`src/rtl/tft_spi_sched_pkg.sv`:
```
// Shared constants for the TFT SPI word scheduler: FSM encoding, word geometry, D/C levels.
package tft_spi_sched_pkg;

  localparam int unsigned WORD_W = 16;
  localparam int unsigned CNT_W  = 4;

  localparam logic DC_CMD  = 1'b0;
  localparam logic DC_DATA = 1'b1;

  localparam logic [1:0] StIdle  = 2'd0;
  localparam logic [1:0] StShift = 2'd1;
  localparam logic [1:0] StGap   = 2'd2;

  localparam logic [CNT_W-1:0] LastBit = CNT_W'(WORD_W - 1);

endpackage

```
`src/rtl/tft_spi_arb.sv`:
```
// Two-port word arbiter with pixel-burst lock; grants are combinational with the valids.
module tft_spi_arb #(
  parameter bit CMD_PRIORITY = 1'b1
) (
  input  logic SPI_CLK,
  input  logic reset,
  input  logic grant_en,
  input  logic cmd_valid,
  input  logic pix_valid,
  input  logic pix_last,
  output logic cmd_ready,
  output logic pix_ready,
  output logic burst_lock
);

  logic lock_q, lock_d;

  always_comb begin
    cmd_ready = 1'b0;
    pix_ready = 1'b0;
    if (grant_en) begin
      if (lock_q) begin
        // Inside a burst the command port is frozen out until the last pixel word.
        pix_ready = pix_valid;
      end else if (cmd_valid && pix_valid) begin
        cmd_ready = CMD_PRIORITY;
        pix_ready = !CMD_PRIORITY;
      end else begin
        cmd_ready = cmd_valid;
        pix_ready = pix_valid;
      end
    end
  end

  always_comb begin
    lock_d = lock_q;
    if (pix_ready) lock_d = !pix_last;
  end

  always_ff @(negedge SPI_CLK or negedge reset) begin
    if (!reset) lock_q <= 1'b0;
    else        lock_q <= lock_d;
  end

  assign burst_lock = lock_q;

endmodule

```
`src/rtl/tft_spi_sched.sv`:
```
// Schedules command and pixel words onto a TFT SPI serializer; all state moves on the
// falling SPI_CLK edge so the serializer can sample word_data/bit_cnt on the rising edge.
module tft_spi_sched
  import tft_spi_sched_pkg::*;
#(
  parameter int unsigned GAP_CYCLES   = 2,
  parameter int unsigned CMD_PRIORITY = 1
) (
  input  logic              SPI_CLK,
  input  logic              reset,
  input  logic              cmd_valid,
  input  logic [WORD_W-1:0] cmd_data,
  input  logic              cmd_dc,
  output logic              cmd_ready,
  input  logic              pix_valid,
  input  logic [WORD_W-1:0] pix_data,
  input  logic              pix_last,
  output logic              pix_ready,
  output logic [WORD_W-1:0] word_data,
  output logic [CNT_W-1:0]  bit_cnt,
  output logic              tft_cs_n,
  output logic              tft_dc,
  output logic              busy,
  output logic              burst_done
);

  localparam logic [CNT_W-1:0] GapLoad = CNT_W'(GAP_CYCLES - 1);

  logic [1:0]        state_q, state_d;
  logic [CNT_W-1:0]  cnt_q, cnt_d;
  logic [CNT_W-1:0]  gap_q, gap_d;
  logic [WORD_W-1:0] word_q, word_d;
  logic              dc_q, dc_d;
  logic              last_q, last_d;
  logic              done_q, done_d;
  logic              grant_en, accept, burst_lock;

  // Readies are gated by reset so nothing can be accepted while it is held low.
  assign grant_en = reset &&
                    ((state_q == StIdle) || ((state_q == StShift) && (cnt_q == LastBit)));
  assign accept   = cmd_ready || pix_ready;

  tft_spi_arb #(
    .CMD_PRIORITY (CMD_PRIORITY != 0)
  ) u_arb (
    .SPI_CLK    (SPI_CLK),
    .reset      (reset),
    .grant_en   (grant_en),
    .cmd_valid  (cmd_valid),
    .pix_valid  (pix_valid),
    .pix_last   (pix_last),
    .cmd_ready  (cmd_ready),
    .pix_ready  (pix_ready),
    .burst_lock (burst_lock)
  );

  always_comb begin
    state_d = state_q;
    cnt_d   = cnt_q;
    gap_d   = gap_q;
    word_d  = word_q;
    dc_d    = dc_q;
    last_d  = last_q;
    done_d  = (state_q == StShift) && (cnt_q == LastBit) && last_q;
    if (accept) begin
      state_d = StShift;
      cnt_d   = '0;
      word_d  = pix_ready ? pix_data : cmd_data;
      dc_d    = pix_ready ? DC_DATA : cmd_dc;
      last_d  = pix_ready && pix_last;
    end else begin
      case (state_q)
        StShift: begin
          if (cnt_q != LastBit) begin
            cnt_d = cnt_q + 1'b1;
          end else if (!burst_lock) begin
            state_d = StGap;
            cnt_d   = '0;
            gap_d   = GapLoad;
          end
        end
        StGap: begin
          if (gap_q == '0) state_d = StIdle;
          else             gap_d   = gap_q - 1'b1;
        end
        default: ;
      endcase
    end
  end

  always_ff @(negedge SPI_CLK or negedge reset) begin
    if (!reset) begin
      state_q <= StIdle;
      cnt_q   <= '0;
      gap_q   <= '0;
      word_q  <= '0;
      dc_q    <= DC_CMD;
      last_q  <= 1'b0;
      done_q  <= 1'b0;
    end else begin
      state_q <= state_d;
      cnt_q   <= cnt_d;
      gap_q   <= gap_d;
      word_q  <= word_d;
      dc_q    <= dc_d;
      last_q  <= last_d;
      done_q  <= done_d;
    end
  end

  assign word_data  = word_q;
  assign bit_cnt    = cnt_q;
  assign tft_dc     = dc_q;
  assign tft_cs_n   = (state_q != StShift);
  assign busy       = (state_q != StIdle);
  assign burst_done = done_q;

endmodule

```
`config.mk`:
```
export PLATFORM = sky130hd
export DESIGN_NAME = tft_spi_sched
export DESIGN_NICKNAME = d
export VERILOG_FILES = /design/src/rtl/tft_spi_sched_pkg.sv /design/src/rtl/tft_spi_arb.sv /design/src/rtl/tft_spi_sched.sv
export SDC_FILE = /design/constraint.sdc
export NUM_CORES = 1
export LEC_CHECK = 0
export CAP_MARGIN = 40
export CORE_ASPECT_RATIO = 0.7
export CORE_UTILIZATION = 38
export DETAILED_ROUTE_END_ITERATION = 8
export GPL_TIMING_DRIVEN = 0
export PLACE_DENSITY = 0.87
export SLEW_MARGIN = 25
export SYNTH_ARGS = -nofsm -noshare
export SYNTH_HDL_FRONTEND = slang
export SYNTH_SLANG_ARGS = --single-unit
```
`constraint.sdc`:
```
create_clock -name SPI_CLK -period 1.64 [get_ports SPI_CLK]
set_input_delay 0.328 -clock SPI_CLK [delete_from_list [all_inputs] [get_ports SPI_CLK]]
set_output_delay 0.328 -clock SPI_CLK [all_outputs]
set_load 0.03 [all_outputs]
```
==> metrics, run 1 <==
Hold Crit Class flip-flop to flip-flop; leakage power 0.00144 uW; main combinational cell family by area after synthesis compound AO/OA/AOI/OAI gates; DR WL/cell 22.1 um; fraction of layout cells with a size suffix above 1 0.522; Clock transition at path regs 0.05 ns; die area roughly 0.0043 mm2; Clock Tree Root clkbuf_8; hold_ws 0.493 ns; DRC 0; WS Path Type flip-flop to output pin; # clock sinks 30; Worst Path Max Fanout 3; violated checks setup timing; critical-path cell list inv_2, ha_4, and4_4, o21ai_4, nor2_4, buf_6; CTS Hold Bufs 0; routed vias 1,860; setup TNS -26.39 ns; crit end category output pin; post-synthesis sequential area ratio 0.485; Simple-Gate Fraction of Synth Area 0.123; first-pass GRT wire length slightly below 10,000 um; register bit total from synthesis 30; final setup fails 55; clk_skew 0.00695 ns; adder-cell share of the synthesized area 0.0485; Netlist cell types 41; die width 78.3 um; slowest CP cell dfrtn_1; register area 751 um2; worst-margin pin slew 0.385 ns; status finished, violations left; PnR worst setup slack -1.08 ns; die height 55.4 um; RSZ-0062 raised after global routing yes; fill count 192; Cell Rows 18; Worst Hold End burst_done; GRT Util Overall 0.301; PortBufs 63; Synth Area in Compound Gates 0.259; initial core utilization 0.416; n_diodes 0; number of buffers created by CTS 5; initial antenna violation count 0; area grow syn2layout 102%; Slew HR 0.741; Vias per Instance 5.85; Worst R2R Path Depth 13; Critical Path AT ~2.4 ns; Routed Antenna Nets 0; commonest non-fill, non-tap cell in the layout buf_4; worst stage delay on the critical path 0.43 ns; total number of yosys warnings 0; FF-to-FF Start state_q[1]; DRT Wirelength 7020 um; Congestion Overflow GR 0; CTS tree yes; CP Data Required Time 1.31 ns; gpl congestion ~0.73; total power 1550 uW; Starting DRT DRC Count 123; fin nets 312; synthesized cell area 0.00155 mm2; hold path depth 1; core box area 0.00372 mm2; htree depth 2; R2R Setup Slk -0.58 ns; Place WS -1.51 ns; Max VDD drop 0.546 mV; Max Cap Violations 0; worst skew pair latency 0.30 ns; Avg Inst Size Synth 10.7 um2; pins over their slew limit 0; crit path launch type flip-flop; vias in the first global route 1,858; syn_nets 189; ratio of total power to cell area 495 mW/mm2; clock buffer depth 2; TritonRoute pass-1 iters 4; Synth Area in XOR/XNOR 0; largest net degree at the start of global routing 16; Cells after Synth 145; reg2reg end tft_dc; Final Hold Viols 0; combined area of the multi-input logic cells 982 um2; Worst Min Path Start last_q; Top-Level Pins 64; most frequent cells in the layout 43 x buf_4, 41 x buf_6, 34 x clkdlybuf4s50_1; post-synthesis mux area share 0.0267; Post-DP HPWL 3270 um
[how the worst max path moves through the flow]
| stage | from | slack [ns] | to | cells past startpoint |
|---|---|---|---|---|
| 3_5_place_dp | state_q[1] | -1.51 | cmd_ready | 7 |
| 4_1_cts | state_q[1] | -1.04 | cmd_ready | 6 |
| 2_1_floorplan | bit_cnt[1] | -0.89 | cmd_ready | 4 |
| 5_1_grt | state_q[0] | -1.10 | pix_ready | 5 |
| 6_report | state_q[1] | -1.08 | pix_ready | 6 |
| 3_3_place_gp | reset | -2.08 | gap_q[0] | 4 |
[power by group]
| part | internal (uW) | switching [uW] |
|---|---|---|
| registers | 744 | 0 |
| logic | 120 | 84.9 |
| clock network | 292 | 310 |
[what timing repair did]
action,4_1_cts,5_1_grt
gates resized for setup,240,13
cloned,2,0
pin swaps,6,4
setup endpoints to repair,55,55
buffers inserted,36,25
[stage by stage]
step	util	instances	instance area (um2)
floorplan	-	145	1710
global placement	0.646	258	2400
detailed placement	0.652	259	2420
CTS	0.813	303	3020
global route	0.843	318	3130
finish	0.843	318	3130
[Yosys cell counts]
cell type | n | area share
a211oi_1 | 1 | 0.0049
a21oi_1 | 4 | 0.013
a2bb2oi_1 | 16 | 0.091
a31oi_1 | 2 | 0.0081
a41o_1 | 1 | 0.0065
a41oi_1 | 1 | 0.0057
and2_1 | 1 | 0.0040
and4_1 | 1 | 0.0057
and4b_1 | 1 | 0.0065
buf_2 | 5 | 0.016
buf_4 | 2 | 0.0097
buf_6 | 1 | 0.0073
clkbuf_1 | 1 | 0.0024
dfrtn_1 | 30 | 0.49
ha_1 | 6 | 0.049
inv_1 | 9 | 0.022
mux2_2 | 1 | 0.0073
mux2i_1 | 3 | 0.019
nand2_1 | 8 | 0.019
nand2_2 | 1 | 0.0040
nand2b_1 | 2 | 0.0081
nand3_1 | 1 | 0.0032
nand3b_1 | 4 | 0.019
nand4bb_1 | 1 | 0.0073
nor2_1 | 5 | 0.012
nor2_2 | 1 | 0.0040
nor2_4 | 1 | 0.0073
nor2b_1 | 2 | 0.0081
nor3_1 | 1 | 0.0032
nor3_2 | 1 | 0.0065
o211ai_1 | 2 | 0.0097
o21a_1 | 2 | 0.0097
o21ai_0 | 3 | 0.0097
o21ai_1 | 1 | 0.0032
o21ai_2 | 1 | 0.0057
o221a_2 | 1 | 0.0073
o22ai_1 | 17 | 0.069
o31ai_1 | 1 | 0.0049
o32a_1 | 1 | 0.0065
o41ai_1 | 1 | 0.0057
or3_1 | 1 | 0.0040
[worst max-delay path, delay by kind of cell (launching register included)]
family / cells / cell delay [ns]
flip-flops: 1 / 0.43
AO/OA/AOI/OAI: 1 / 0.23
buffers and inverters: 2 / 0.20
AND/OR/NAND/NOR: 2 / 0.24
adder cells (fa/ha/maj): 1 / 0.16
[cell type report]
cell class	count	share of cell area
buffer	8	0.0268
clock buffer	7	0.0244
inverter	9	0.0128
multi-input combinational	97	0.313
sequential	30	0.240
tap	50	0.0200
timing repair buffer	117	0.363
[per-layer routing]
| metal | share of wire | GRT usage | wire length [um] |
|---|---|---|---|
| met4 | 0.041 | 0.177 | 286 |
| met2 | 0.50 | 0.509 | 3510 |
| met3 | 0.071 | 0.0612 | 495 |
| met5 | 0 | 0 | 0 |
| met1 | 0.39 | 0.353 | 2730 |
[cells by family after synthesis]
group / count (synthesis)
fa+ha+maj: 6
compound gates: 55
buf+inv: 18
mux: 4
flops: 30
simple gates: 32
[registers in the layout, indices dropped and copies added, names as in the netlist]
signal	flops
bit_cnt	4
gap_q	4
u_arb.burst_lock	1
state_q	2
tft_dc	1
word_data	16
burst_done	1
last_q	1
Power figures use the tool's default switching activity.
==> run 2: changes to the inputs <==
RECOVER_POWER = 100   (was default)
==> metrics, run 2 (synthesis gave the netlist of run 1 again) <==
Clock transition at path regs 0.05 ns (about the same); Cell Rows 18 (unchanged); fin cells 318 (unchanged); worst skew pair latency 0.30 ns (about the same); RSZ-0062 raised after global routing yes; ratio of total power to cell area 494 mW/mm2 (-0.16%); DR WL/cell 22.1 um (about the same); initial core utilization 0.416 (unchanged); Slew HR 0.554 (-0.186); commonest non-fill, non-tap cell in the layout buf_6; final setup fails 55 (unchanged); PnR worst setup slack -1.08 ns (+0.00355 ns); htree depth 2 (unchanged); Place WS -1.51 ns (unchanged); critical-path cell list inv_2, ha_4, and4_4, o21ai_4, nor2_4, buf_6; CTS Hold Bufs 0 (unchanged); Final Hold Viols 0 (unchanged); Post-DP HPWL 3270 um (unchanged); core box area 0.00372 mm2 (unchanged); first-pass GRT wire length 9730 um (unchanged); CP Buf/Inv Count 2 (unchanged); fill count 198 (+3.1%); die width 78.3 um (unchanged); WS Path Type flip-flop to output pin; Hold Crit Class flip-flop to flip-flop; Clock Tree Root clkbuf_8; CTS tree yes; Starting DRT DRC Count 105 (-15%); layer with the highest usage met2; slowest CP cell dfrtn_1; Vias per Instance 5.82 (-0.43%); fin nets 312 (unchanged); TritonRoute pass-1 iters 4 (unchanged); DRT Wirelength 7030 um (about the same); Largest register FFs 16 (unchanged); CP Data Required Time 1.31 ns (about the same); die height 55.4 um (unchanged); die area 0.00434 mm2 (unchanged); Top-Level Pins 64 (unchanged); PortBufs 63 (unchanged); status finished, violations left; largest net degree at the start of global routing 16 (unchanged); gpl congestion 0.735 (unchanged); Placed Cells 259 (unchanged); met3 usage 0.0612 (unchanged); Global Route met2 Usage 0.509 (unchanged); CP top delay family flip-flops; fraction of layout cells with a size suffix above 1 0.511 (-0.0112); hold_ws 0.496 ns (+0.00236 ns); area grow syn2layout 102%; clock buffer depth 2 (unchanged); Routed Antenna Nets 0 (unchanged); violated checks setup timing; Critical Path AT 2.39 ns (about the same); clk_skew 0.00642 ns (-0.000536 ns); n_diodes 0 (unchanged); Max Cap Violations 0 (unchanged); GRT Util Overall 0.301 (unchanged); crit path launch type flip-flop; most frequent cells in the layout 41 x buf_6, 39 x buf_4, 34 x clkdlybuf4s50_1; leakage power 0.00143 uW (-0.80%); Max VDD drop 0.545 mV (-0.32%); Congestion Overflow GR 0 (unchanged); setup TNS -26.43 ns (-0.0395 ns); DRC 0 (unchanged); routed vias 1,852 (-0.43%); grt met1 use 0.353 (unchanged); pins over their slew limit 0 (unchanged); worst stage delay on the critical path 0.43 ns (about the same); initial antenna violation count 0 (unchanged); worst-margin pin slew 0.669 ns (+0.284 ns); number of buffers created by CTS 5 (unchanged); # clock sinks 30 (unchanged); crit end category output pin; vias in the first global route 1,858 (unchanged); Worst Path Max Fanout 3 (unchanged)
run 2: layer usage:
| layer | up-vias | share of wire |
|---|---|---|
| met1 | 929 | 0.40 |
| met3 | 29 | 0.065 |
| li1 | 793 | - |
| met4 | 0 | 0.043 |
| met2 | 101 | 0.49 |
| met5 | - | 0 |
run 2: area by class of cell:
class	count	area (um2)	area share
plain buffers	8	83.8	0.0269
well taps	50	62.6	0.0201
clock buffers	7	76.3	0.0245
repair buffers	117	1120	0.360
inverters	9	40.0	0.0128
multi-input cells	97	982	0.315
flip-flops and latches	30	751	0.241
run 2: worst paths after layout:
check	startpoint	to	slack (ns)	depth (start not counted)
max in group asynchronous	reset	word_data[0]	0.11	3
max	state_q[1]	pix_ready	-1.08	6
max reg2reg	state_q[1]	tft_dc	-0.58	13
min	last_q	burst_done	0.50	1
min reg2reg	last_q	burst_done	0.50	1
min in group asynchronous	reset	bit_cnt[2]	0.69	2
run 2: timing repair:
action,CTS,global route
resized for setup,240,13
pin swaps,6,4
buffers inserted,36,25
endpoints found under the hold margin,0,0
cloned,2,0
setup endpoints to repair,55,55
run 2: report_power, final:
part | switching (uW) | internal (uW)
clock | 304 | 292
sequential | 0 | 744
combinational | 85.0 | 116
run 2: metrics by stage:
stage           util  area [um2]  power [uW]
3_3_place_gp   0.646        2400         925
3_5_place_dp   0.652        2420         935
4_1_cts        0.813        3020        1520
5_1_grt        0.839        3120        1590
2_1_floorplan      -        1710         809
6_report       0.839        3120        1540
